[src/rtl/tenbit_ser_to_par.sv]
// TMDS lane deserializer: shifts in one bit per edge, aligns on control
// tokens and emits 10-bit characters with a one-cycle valid strobe.
module tenbit_ser_to_par #(
    parameter int LOCK_COUNT = 4,
    parameter int MISS_LIMIT = 3
) (
    input  logic       serial_clock,
    input  logic       reset_n,
    input  logic       serial,
    output logic [9:0] parallel,
    output logic       parallel_valid,
    output logic       locked
);

    typedef enum logic [1:0] {
        HUNT    = 2'd0,
        CONFIRM = 2'd1,
        LOCKED  = 2'd2
    } state_t;

    localparam logic [3:0] LOCK_N = 4'(LOCK_COUNT);
    localparam logic [3:0] MISS_N = 4'(MISS_LIMIT);

    state_t state, state_nxt;

    // Bit 0 of the shift register never feeds the window, so it is not kept.
    logic [9:1] sr;
    logic [9:0] w;
    logic [3:0] ph, ph_nxt;
    logic [3:0] good, good_nxt;
    logic [3:0] miss, miss_nxt;
    logic [9:0] par_nxt;
    logic       vld_nxt;
    logic       tok;
    logic       boundary;

    assign w        = {serial, sr[9:1]};
    assign boundary = (ph == 4'd9);
    assign locked   = (state == LOCKED);

    assign tok = (w == 10'b1101010100) || (w == 10'b0010101011) ||
                 (w == 10'b0101010100) || (w == 10'b1010101011);

    always_comb begin
        state_nxt = state;
        ph_nxt    = boundary ? 4'd0 : ph + 4'd1;
        good_nxt  = good;
        miss_nxt  = miss;
        par_nxt   = parallel;
        vld_nxt   = 1'b0;
        unique case (state)
            HUNT: begin
                if (tok) begin
                    ph_nxt   = 4'd0;
                    good_nxt = 4'd1;
                    if (LOCK_COUNT == 1) begin
                        state_nxt = LOCKED;
                        par_nxt   = w;
                        vld_nxt   = 1'b1;
                    end else begin
                        state_nxt = CONFIRM;
                    end
                end
            end
            CONFIRM: begin
                if (boundary) begin
                    if (tok) begin
                        good_nxt = good + 4'd1;
                        if (good + 4'd1 == LOCK_N) begin
                            state_nxt = LOCKED;
                            par_nxt   = w;
                            vld_nxt   = 1'b1;
                        end
                    end else begin
                        state_nxt = HUNT;
                        good_nxt  = 4'd0;
                    end
                end
            end
            LOCKED: begin
                if (boundary) begin
                    par_nxt = w;
                    vld_nxt = 1'b1;
                    if (tok) miss_nxt = 4'd0;
                end else if (tok) begin
                    // Repeated misaligned tokens mean the lane slipped.
                    if (miss + 4'd1 == MISS_N) begin
                        state_nxt = HUNT;
                        miss_nxt  = 4'd0;
                        good_nxt  = 4'd0;
                    end else begin
                        miss_nxt = miss + 4'd1;
                    end
                end
            end
            default: state_nxt = HUNT;
        endcase
    end

    always_ff @(posedge serial_clock or negedge reset_n) begin
        if (!reset_n) begin
            state          <= HUNT;
            sr             <= '0;
            ph             <= '0;
            good           <= '0;
            miss           <= '0;
            parallel       <= '0;
            parallel_valid <= 1'b0;
        end else begin
            state          <= state_nxt;
            sr             <= w[9:1];
            ph             <= ph_nxt;
            good           <= good_nxt;
            miss           <= miss_nxt;
            parallel       <= par_nxt;
            parallel_valid <= vld_nxt;
        end
    end

endmodule

[config.mk]
export PLATFORM = sky130hd
export DESIGN_NAME = tenbit_ser_to_par
export DESIGN_NICKNAME = d
export VERILOG_FILES = /design/src/rtl/tenbit_ser_to_par.sv
export SDC_FILE = /design/constraint.sdc
export NUM_CORES = 1
export LEC_CHECK = 0
export ABC_AREA = 0
export CORE_ASPECT_RATIO = 1.5
export CORE_UTILIZATION = 45
export CTS_CLUSTER_DIAMETER = 150
export CTS_CLUSTER_SIZE = 40
export DETAILED_ROUTE_END_ITERATION = 16
export PLACE_DENSITY = 0.75
export SETUP_SLACK_MARGIN = 0.02
export SYNTH_ARGS = -nofsm -noshare
export SYNTH_HDL_FRONTEND = slang
export SYNTH_SLANG_ARGS = --single-unit
[constraint.sdc]
create_clock -name serial_clock -period 1.88 [get_ports serial_clock]
set_input_delay 0.376 -clock serial_clock [delete_from_list [all_inputs] [get_ports serial_clock]]
set_output_delay 0.376 -clock serial_clock [all_outputs]
set_load 0.03 [all_outputs]
==> results of run 1 <==
## registers in the layout, summed over array words and instances (netlist names)
signal	flops
sr	9
parallel	10
miss	4
state	2
ph	4
good	4
parallel_valid	1
## cell usage after synthesis
cell and count:
sky130_fd_sc_hd__a2111oi_0 1, sky130_fd_sc_hd__a211oi_1 2, sky130_fd_sc_hd__a21bo_2 1, sky130_fd_sc_hd__a21oi_1 7, sky130_fd_sc_hd__a22oi_1 1, sky130_fd_sc_hd__a2bb2oi_1 1
sky130_fd_sc_hd__a31oi_1 2, sky130_fd_sc_hd__a41o_1 1, sky130_fd_sc_hd__and2_1 1, sky130_fd_sc_hd__and3_1 1, sky130_fd_sc_hd__and3_2 1, sky130_fd_sc_hd__and4_2 1
sky130_fd_sc_hd__and4b_1 1, sky130_fd_sc_hd__and4b_2 1, sky130_fd_sc_hd__and4bb_2 1, sky130_fd_sc_hd__dfrtp_1 34, sky130_fd_sc_hd__ha_1 7, sky130_fd_sc_hd__inv_1 9
sky130_fd_sc_hd__mux2_2 11, sky130_fd_sc_hd__mux2_4 1, sky130_fd_sc_hd__mux2i_1 2, sky130_fd_sc_hd__nand2_1 6, sky130_fd_sc_hd__nand2b_1 2, sky130_fd_sc_hd__nand3_1 2
sky130_fd_sc_hd__nand3b_1 1, sky130_fd_sc_hd__nand4_1 2, sky130_fd_sc_hd__nand4b_1 2, sky130_fd_sc_hd__nor2_1 4, sky130_fd_sc_hd__nor2b_1 1, sky130_fd_sc_hd__nor3_1 3
sky130_fd_sc_hd__nor3b_1 2, sky130_fd_sc_hd__nor4b_2 1, sky130_fd_sc_hd__o21ai_0 7, sky130_fd_sc_hd__o21ai_2 1, sky130_fd_sc_hd__o22ai_1 1, sky130_fd_sc_hd__o31ai_1 3
sky130_fd_sc_hd__o32ai_2 1, sky130_fd_sc_hd__o41ai_1 4, sky130_fd_sc_hd__o41ai_2 1, sky130_fd_sc_hd__or3_4 1, sky130_fd_sc_hd__xnor2_1 1
## per-stage QoR
step                      setup slack, ps  TNS, ps
final                              -69.42   -660.8
after global routing               -145.9    -1883
after CTS                          -76.18   -148.9
after detailed placement           -187.5   -670.8
after global placement             -15.50   -15.50
after floorplan                     18.79        0
## cell families after synthesis
logic type | after synthesis | share of synthesized area, %
AOI/OAI and AO/OA | 34 | 15.37
xor gates and xnor gates | 1 | 0.5436
adders and majority gates | 7 | 5.435
buffers and inverters | 9 | 2.096
DFF | 34 | 52.80
muxes | 14 | 9.860
and+or+nand+nor | 34 | 13.90
## power groups by stage
stage / Sequential [µW] / Combinational, µW / Clock (µW)
floorplan: 1260 / 583 / 0
global placement: 1050 / 1170 / 0
detailed placement: 1060 / 1220 / 0
CTS: 1050 / 1250 / 579
global route: 1070 / 1330 / 596
finish: 1050 / 1270 / 560
## area by class of cell
class	instances	area (µm²)	area share [%]
clock inverters	2	12.51	0.5831
inverters	9	33.78	1.574
flip-flops and latches	34	850.8	39.65
well taps	42	52.55	2.449
clock buffers	6	82.58	3.848
multi-input cells	90	844.6	39.36
repair buffers	31	269.0	12.54
## metal layers
layer	vias to the layer above	wire length, µm	global-route usage, %
met3	12	178	4.192
met5	-	0	0
met4	0	108	11.73
li1	577	-	-
met2	48	2044	39.26
met1	648	1427	22.35
## worst max path at each step
stage | startpoint | end | slack [ps] | depth (start not counted)
floorplan | sr[9]$_DFF_PN0_ | good[0]$_DFFE_PN0P_ | 20 | 5
global placement | sr[9]$_DFF_PN0_ | good[0]$_DFFE_PN0P_ | -20 | 5
detailed placement | sr[9]$_DFF_PN0_ | good[3]$_DFFE_PN0P_ | -190 | 6
CTS | sr[7]$_DFF_PN0_ | good[0]$_DFFE_PN0P_ | -80 | 5
global route | sr[7]$_DFF_PN0_ | parallel[2]$_DFFE_PN0P_ | -150 | 6
finish | sr[9]$_DFF_PN0_ | good[0]$_DFFE_PN0P_ | -70 | 5
## what timing repair did
action / 4_1_cts / 5_1_grt
setup endpoints to repair: 16 / 20
buffers inserted: 3 / 0
gates resized for setup: 11 / 10
pin swaps: 2 / 1
gates cloned: 0 / 0
==> results.md, run 1 <==
- Clock tree root buffer cell: sky130_fd_sc_hd__clkbuf_8
- Hold depth: 0
- CTS hold repair buffers: 0
- Largest vdd supply drop: 1.077 mV
- Synth-to-layout area growth: 33.15%
- Fraction of power spent switching nets: 37.73%
- Worst hold endpoint: sr[7]$_DFF_PN0_
- Total detailed-routing wirelength: approximately 3.8 mm
- Portion of total power attributed to sequential cells: 36.6%
- Worst EP required: between 2000 and 2500 ps
- Final hold vios: 0
- Initial antenna violation count: 0
- Commonest cells after routing, fill and taps aside: 34 x sky130_fd_sc_hd__dfrtp_1, 17 x sky130_fd_sc_hd__buf_4, 13 x sky130_fd_sc_hd__clkdlybuf4s50_1
- Fraction of layout instances using a drive strength above 1: a little over a third
- Insertion delay of the later-clocked pin in the worst-skew pair: 290 ps
- Number of vias after detailed routing: 1285
- Total global-route track usage: 21.18%
- Final Cell Area: 2146 µm²
- Non-Filler Instances: 214
- Post-synth design cell area: 1612 µm²
- Final nets: 181
- Sequential cell area fraction in the yosys report: 52.80%
- Placed cell areas: 1946 µm²
- Number of sinks driven by the clock tree: 34
- Number of nets produced by synthesis: 143
- Share of total power in the clock network: 19.5%
- Clock transition time at the flip-flop clock pins of the worst setup and hold paths: 70 ps
- Static power due to leakage: approximately 0.00092 µW
- Iteration-0 DRC Markers: 65
- Unrepaired setup endpoints after global routing: true
- Depth of the CTS H-tree: 2
- Biggest area consumer among synthesized cells: sky130_fd_sc_hd__dfrtp_1
- Total inserted antenna cells: 0
- Crit start category: flop
- Slew Viols, Final: 0
- Share of the synthesized area in the top cell type: 52.80%
- TritonCTS clock tree: done
- Initial Utilization: 47.18%
- Outcome: finished, violations left
- Syn Area/Cell: 12.12 µm²
- Path type of the worst setup path: flop to flop
- Worst reg-to-reg setup slack: -70 ps
- Total power after layout: 2879 µW
- WHS: 437.9 ps
- DR pass1 iterations: 4
- Most frequent standard cell in the layout excluding fill and tap cells: sky130_fd_sc_hd__dfrtp_1
- Nature of the critical path endpoint: flop
- Top cells by area, synth: sky130_fd_sc_hd__dfrtp_1 53%, sky130_fd_sc_hd__mux2_2 7.7%, sky130_fd_sc_hd__ha_1 5.4%
- Max-cap viol count: 0
- Number of buffers on the longest clock path: 2
- Total die area: 3829 µm²
- Worst Clk Skew: approximately 8.5 ps
- Upper clock frequency limit: 513.0 MHz
- CP max-delay cell: sky130_fd_sc_hd__dfrtp_1
- Ys Warns: 0
- Cells traversed along the worst timing path: nor4b_4 > and4b_2 > o32ai_4 > or3_4 > mux2_4
- Fraction of the core area covered by cells at the end of the flow: 62.82%
- Reg2reg start: sr[9]$_DFF_PN0_
- Weighted congestion at the end of routability-driven global placement: 0.8960
- Via count of the first global-routing pass: 1289
- Power density over the cells: 1342 nW/µm²
- Headroom to the max-slew limit: between 70% and 80%
- Final worst-path cycle share: 103.7%
- Slew of the pin with the lowest slew margin: 427.3 ps
- Mapped Cells: 133
- Final worst path period need: 1949 ps
- Die Height: roughly 75 µm
- DRT antenna net count: 0
- Clock buffer count from CTS: 5
- Number of placement rows: 26
- Power Internal: 1792 µW
- Worst reg2reg path endpoint: good[0]$_DFFE_PN0P_
- Final HPWL from detailed placement: 2.436 mm
- Count of input and output buffers: 14
- Number of failing setup endpoints in the final timing report: 14
- Register-to-Register Path Depth: 5
- Number of placed instances with taps included: just over 200
- Data arrival time of the worst path: 2120 ps
- NetSw: roughly 1100 µW
- Total core area: 3416 µm²
- Combinational power share: a little over two fifths
- Slack of the critical path: -69.42 ps
- Via-per-instance ratio: roughly 6
- Max incr delay on CP: ~440 ps
- Total global routing overflow: 0
- Global-route wire length before repair: 5.789 mm
- Fillers: 263
- Count of unique library cells instantiated by Yosys: 41
- Worst hold path startpoint: sr[8]$_DFF_PN0_
- Worst min path class: flop to flop
- Number of I/O pins: 15
- Violated checks: negative setup slack
- Pin count of the biggest net entering global routing: 35
- DRC viols: 0
- Register bit count reported by yosys: 34
- Average routed wire per standard cell: around 18 µm
- Cell family with most CP delay: simple AND/OR/NAND/NOR gates
- Horiz. Die Dim: 50.86 µm
- Number of buffers and inverters on the critical path: 0
- Crit path max fanout: 4
Note: power is estimated with default switching activity, not from simulation.
==> run 2, diff against run 1 <==
CORE_UTILIZATION = 50   (was 45)
PLACE_DENSITY = 0.81   (was 0.75)
==> results.md, run 2 (synthesis gave the netlist of run 1 again) <==
- Pin count of the biggest net entering global routing: 35 (unchanged)
- Total inserted antenna cells: 0 (unchanged)
- Max-cap viol count: 0 (unchanged)
- Fraction of layout instances using a drive strength above 1: 39.44% (+2.8 points)
- Cells traversed along the worst timing path: nor4b_2 > buf_4 > nand4b_1 > buf_4 > a2111oi_1 > o41ai_2 > o41ai_2
- Iteration-0 DRC Markers: 54 (-17%)
- Worst EP required: 2070 ps (+20 ps)
- Number of placement rows: 24 (-7.7%)
- Max incr delay on CP: 420 ps (-20 ps)
- Die Height: 71.53 µm (-5.0%)
- Clock tree root buffer cell: sky130_fd_sc_hd__clkbuf_8
- Via count of the first global-routing pass: 1366 (+6.0%)
- Total global routing overflow: 0 (unchanged)
- Largest register FFs: 10 (unchanged)
- Number of placed instances with taps included: 202 (-0.49%)
- Number of sinks driven by the clock tree: 34 (unchanged)
- Worst min path class: flop to flop
- Number of failing setup endpoints in the final timing report: 16 (+2)
- Data arrival time of the worst path: 2210 ps (+90 ps)
- Power Internal: 1866 µW (+4.1%)
- Depth of the CTS H-tree: 2 (unchanged)
- Final HPWL from detailed placement: 2.516 mm (+3.3%)
- Slack of the critical path: -135.4 ps (-66.02 ps)
- Number of buffers and inverters on the critical path: 2 (+2)
- Slew of the pin with the lowest slew margin: 454.2 ps (+26.93 ps)
- Final hold vios: 0 (unchanged)
- Crit path max fanout: 3 (-1)
- Global-route wire length before repair: 5.934 mm (+2.5%)
- DRC viols: 0 (unchanged)
- Largest vdd supply drop: 1.142 mV (+6.0%)
- CP max-delay cell: sky130_fd_sc_hd__a2111oi_1
- TritonCTS clock tree: done
- Via-per-instance ratio: 6.187 (+3.0%)
- Violated checks: negative setup slack
- Path type of the worst setup path: flop to flop
- Initial antenna violation count: 0 (unchanged)
- NetSw: 1126 µW (+3.7%)
- Total core area: 2973 µm² (-13%)
- Crit start category: flop
- Total detailed-routing wirelength: 3.989 mm (+6.1%)
- Commonest cells after routing, fill and taps aside: 34 x sky130_fd_sc_hd__dfrtp_1, 23 x sky130_fd_sc_hd__buf_4, 13 x sky130_fd_sc_hd__clkdlybuf4s50_1
- Total global-route track usage: 23.16% (+2.0 points)
- Upper clock frequency limit: 496.2 MHz (-3.3%)
- Number of vias after detailed routing: 1355 (+5.4%)
- Unrepaired setup endpoints after global routing: true
- Insertion delay of the later-clocked pin in the worst-skew pair: 290 ps (about the same)
- Share of total power in the clock network: 18.1% (-1.4 points)
- Fraction of power spent switching nets: 37.64% (-0.092 points)
- DRT antenna net count: 0 (unchanged)
- Combinational power share: 46.7% (+2.7 points)
- Slew Viols, Final: 0 (unchanged)
- DR pass1 iterations: 4 (unchanged)
- Non-Filler Instances: 219 (+2.3%)
- WHS: 451.3 ps (+13.37 ps)
- Nature of the critical path endpoint: flop
- Largest registers: parallel x10, sr x9
- Synth-to-layout area growth: 36.18%
- Largest reg by FF count: parallel
- Horiz. Die Dim: 48.36 µm (-4.9%)
- Number of I/O pins: 15 (unchanged)
- Number of buffers on the longest clock path: 2 (unchanged)
- Total power after layout: 2993 µW (+4.0%)
- Final worst-path cycle share: 107.2% (+3.5 points)
- Outcome: finished, violations left
- Pre-CTS WS: -113.2 ps (+74.32 ps)
- Most frequent standard cell in the layout excluding fill and tap cells: sky130_fd_sc_hd__dfrtp_1
- Clock transition time at the flip-flop clock pins of the worst setup and hold paths: 70 ps (about the same)
- Final worst path period need: 2015 ps (+66.02 ps)
- Clock buffer count from CTS: 5 (unchanged)
- Count of input and output buffers: 14 (unchanged)
- Initial Utilization: 54.21% (+7.0 points)
- Portion of total power attributed to sequential cells: 35.2% (-1.4 points)
- Final nets: 189 (+4.4%)
- Average routed wire per standard cell: 18.21 µm (+3.7%)
- Static power due to leakage: 0.0009549 µW (+3.9%)
- Worst Clk Skew: 10.95 ps (+2.428 ps)
- Cell family with most CP delay: compound AO/OA/AOI/OAI gates
- Headroom to the max-slew limit: 69.40% (-2.0 points)
- Power density over the cells: 1364 nW/µm² (+1.6%)
- Weighted congestion at the end of routability-driven global placement: 0.8880 (-0.89%)
- Total die area: 3459 µm² (-9.7%)
- Total Neg Setup Slack: -1009 ps (-348.4 ps)
## run 2: cell types whose count changed in the layout (fill, tap and decap cells not counted), sizes merged
cell / change
clkdlybuf4s15: -1
buf: +7
clkinvlp: -1
o21ai: +1
clkbuf: +2
## run 2: area by class of cell
cell class | count | area (µm²)
fillers | 178 | 778.2
well taps | 39 | 48.80
flip-flops and latches | 34 | 850.8
inverters | 9 | 33.78
repair buffers | 38 | 319.1
clock inverters | 1 | 5.005
clock buffers | 7 | 86.33
multi-input cells | 91 | 850.8
## run 2: metrics by stage
stage | cell area, µm² | util (%)
after global routing | 2195 | 73.82
after global placement | 1957 | 65.82
after detailed placement | 1957 | 65.82
final | 2195 | 73.82
after floorplan | 1648 | -
after CTS | 2102 | 70.71
## run 2: power by group through the flow
| stage | Sequential (µW) | Combinational [µW] | Clock [µW] |
|---|---|---|---|
| after floorplan | 1260 | 583 | 0 |
| after global placement | 1040 | 1230 | 0 |
| after detailed placement | 1060 | 1270 | 0 |
| after CTS | 1050 | 1310 | 553 |
| after global routing | 1070 | 1480 | 592 |
| final | 1050 | 1400 | 543 |
## run 2: per-layer routing
metal | wire length, µm | up-vias | global-route usage [%]
met2 | 2211 | 47 | 42.41
li1 | - | 595 | -
met1 | 1466 | 697 | 22.63
met4 | 147 | 0 | 14.71
met3 | 164 | 16 | 6.582
met5 | 0 | - | 0
## run 2: final timing paths
| path | start | end | slack, ps | cells after the start |
|---|---|---|---|---|
| setup / recovery | sr[5]$_DFF_PN0_ | good[3]$_DFFE_PN0P_ | -140 | 7 |
| min in group asynchronous | reset_n | good[3]$_DFFE_PN0P_ | 480 | 2 |
| setup reg to reg | sr[5]$_DFF_PN0_ | good[3]$_DFFE_PN0P_ | -140 | 7 |
| hold reg to reg | sr[4]$_DFF_PN0_ | sr[3]$_DFF_PN0_ | 450 | 0 |
| hold / removal | sr[4]$_DFF_PN0_ | sr[3]$_DFF_PN0_ | 450 | 0 |
| max in group asynchronous | reset_n | parallel[0]$_DFFE_PN0P_ | 1090 | 2 |
## run 2: repair_timing
action / CTS / global route
gates cloned: 0 / 1
pin swaps: 6 / 8
buffers inserted: 3 / 6
setup endpoints to repair: 15 / 19
hold buffers: 0 / 0
resized for setup: 9 / 11
==> run 3, diff against run 2 <==
CORE_ASPECT_RATIO = unset   (was 1.5)
==> results.md, run 3 (synthesis gave the netlist of run 1 again) <==
- Largest vdd supply drop: 0.8694 mV (-24%)
- Largest register FFs: 10 (unchanged)
- Total length of routed met2 wires: 1.817 mm (-18%)
- Area of the multi-input gates: 852.1 µm² (+0.15%)
- Initial antenna violation count: 0 (unchanged)
- Worst Clk Skew: 13.96 ps (+3.010 ps)
- Clock buffer count from CTS: 5 (unchanged)
- Slew of the pin with the lowest slew margin: 495.3 ps (+41.02 ps)
- Nature of the critical path endpoint: flop
- DRC viols: 0 (unchanged)
- Count of input and output buffers: 14 (unchanged)
- Final nets: 189 (unchanged)
- Path type of the worst setup path: flop to flop
- Total core area: 3053 µm² (+2.7%)
- FF+latch area: 850.8 µm² (unchanged)
- Weighted congestion at the end of routability-driven global placement: 0.8482 (-4.5%)
- Initial Utilization: 52.79% (-1.4 points)
- TritonCTS clock tree: done
- Number of placement rows: 20 (-17%)
- Final worst path period need: 1945 ps (-70.75 ps)
- Power density over the cells: 1411 nW/µm² (+3.4%)
- Register-to-Register Path Depth: 5 (-2)
- Clock transition time at the flip-flop clock pins of the worst setup and hold paths: 120 ps (+50 ps)
- Total die area: 3454 µm² (-0.14%)
- Number of buffers on the longest clock path: 2 (unchanged)
- Slack of the critical path: -64.69 ps (+70.75 ps)
- Fraction of power spent switching nets: 34.44% (-3.2 points)
- Total global routing overflow: 0 (unchanged)
- Number of sinks driven by the clock tree: 34 (unchanged)
- Fraction of layout instances using a drive strength above 1: 38.89% (-0.56 points)
- Worst min path class: input pin to asynchronous set/reset pin
- Upper clock frequency limit: 514.2 MHz (+3.6%)
- Via count of the first global-routing pass: 1263 (-7.5%)
- Final HPWL from detailed placement: 2.408 mm (-4.3%)
- Number of vias after detailed routing: 1251 (-7.7%)
- Reg2reg start: sr[5]$_DFF_PN0_
- DRT antenna net count: 0 (unchanged)
- DR pass1 iterations: 4 (unchanged)
- Depth of the CTS H-tree: 2 (unchanged)
- Insertion delay of the later-clocked pin in the worst-skew pair: 340 ps (+50 ps)
- Largest reg by FF count: parallel
- Global-route wire length before repair: 5.761 mm (-2.9%)
- Most frequent standard cell in the layout excluding fill and tap cells: sky130_fd_sc_hd__dfrtp_1
- Largest registers: parallel x10, sr x9
- Crit start category: flop
- Power Internal: 2077 µW (+11%)
- Share of total power in the clock network: 22.3% (+4.2 points)
- Data arrival time of the worst path: 2170 ps (-40 ps)
- Portion of total power attributed to sequential cells: 32.5% (-2.7 points)
- Worst reg-to-reg setup slack: -60 ps (+70 ps)
- Unrepaired setup endpoints after global routing: true
- Final worst-path cycle share: 103.4% (-3.8 points)
- Horiz. Die Dim: 58.77 µm (+22%)
- Max-cap viol count: 0 (unchanged)
- Die Height: 58.77 µm (-18%)
- Headroom to the max-slew limit: 66.63% (-2.8 points)
- Final hold vios: 0 (unchanged)
- Commonest cells after routing, fill and taps aside: 34 x sky130_fd_sc_hd__dfrtp_1, 22 x sky130_fd_sc_hd__buf_4, 13 x sky130_fd_sc_hd__clkdlybuf4s50_1
- Static power due to leakage: 0.0009958 µW (+4.3%)
- Fillers: 195 (+9.6%)
- Wire length on met1: 1.539 mm (+5.0%)
- Clock tree root buffer cell: sky130_fd_sc_hd__clkbuf_4
- Via-per-instance ratio: 5.585 (-9.7%)
- Number of I/O pins: 15 (unchanged)
- Total inserted antenna cells: 0 (unchanged)
- Outcome: finished, violations left
- Synth-to-layout area growth: 39.36%
- Combinational power share: 45.2% (-1.5 points)
- Total global-route track usage: 23.06% (-0.099 points)
- Average routed wire per standard cell: 15.90 µm (-13%)
- Number of failing setup endpoints in the final timing report: 3 (-13)
- Iteration-0 DRC Markers: 73 (+35%)
- Total detailed-routing wirelength: 3.561 mm (-11%)
- Pin count of the biggest net entering global routing: 35 (unchanged)
- Violated checks: negative setup slack
- Top layer in use: met4
- Worst reg2reg path endpoint: good[0]$_DFFE_PN0P_
- Total power after layout: 3168 µW (+5.9%)
- WHS: 413.3 ps (-38.06 ps)
- Fraction of the core area covered by cells at the end of the flow: 73.57% (-0.26 points)
- NetSw: 1091 µW (-3.1%)
- Worst EP required: 2110 ps (+40 ps)
- DR WL met3: 128 µm (-22%)
- Crit path max fanout: 4 (+1)
- Slew Viols, Final: 0 (unchanged)
run 3: through the flow:
step | worst slack, ps | setup TNS, ps | instances | area [µm²]
floorplan | 18.79 | 0 | 133 | 1648
finish | -64.69 | -125.4 | 224 | 2246
global placement | -7.154 | -7.154 | 211 | 1993
global route | -133.3 | -589.2 | 224 | 2246
CTS | -53.97 | -121.0 | 220 | 2171
detailed placement | -78.85 | -437.3 | 211 | 1993
run 3: how the worst max path moves through the flow:
stage / startpoint / end / slack (ps) / cells past startpoint
CTS: sr[5]$_DFF_PN0_ / good[0]$_DFFE_PN0P_ / -50 / 5
floorplan: sr[9]$_DFF_PN0_ / good[0]$_DFFE_PN0P_ / 20 / 5
global placement: sr[9]$_DFF_PN0_ / good[0]$_DFFE_PN0P_ / -7 / 5
global route: sr[5]$_DFF_PN0_ / good[0]$_DFFE_PN0P_ / -130 / 5
finish: sr[5]$_DFF_PN0_ / good[0]$_DFFE_PN0P_ / -60 / 5
detailed placement: sr[9]$_DFF_PN0_ / good[3]$_DFFE_PN0P_ / -80 / 6
run 3: metal layers:
| layer | GRT usage [%] | vias to the layer above |
|---|---|---|
| met5 | 0 | - |
| met4 | 9.864 | 0 |
| met3 | 6.593 | 10 |
| met2 | 37.66 | 27 |
| met1 | 28.63 | 617 |
| li1 | - | 597 |
run 3: power groups by stage:
| stage | combinational (µW) | sequential, µW | clock [µW] |
|---|---|---|---|
| after CTS | 1320 | 1030 | 713 |
| after floorplan | 583 | 1260 | 0 |
| after detailed placement | 1260 | 1040 | 0 |
| after global placement | 1230 | 1030 | 0 |
| final | 1430 | 1030 | 706 |
| after global routing | 1520 | 1050 | 749 |
run 3: area by class of cell:
type | instances | share of cell area [%]
timing repair buffer | 39 | 15.26
clock inverter | 2 | 2.674
sequential | 34 | 37.88
clock buffer | 6 | 2.284
multi-input combinational | 90 | 37.94
inverter | 9 | 1.504
tap | 44 | 2.451
run 3: critical path: stages (launching register included):
cell	delay (ps)
sky130_fd_sc_hd__dfrtp_1	420
sky130_fd_sc_hd__nor4b_2	300
sky130_fd_sc_hd__and4b_2	310
sky130_fd_sc_hd__o32ai_4	110
sky130_fd_sc_hd__or3_4	390
sky130_fd_sc_hd__mux2_4	310
run 3: repair_timing:
action,in CTS,in global routing
hold buffers,0,0
gates resized for setup,12,10
pin swaps,2,6
setup endpoints to repair,15,18
buffers inserted,1,4
cloned,0,0
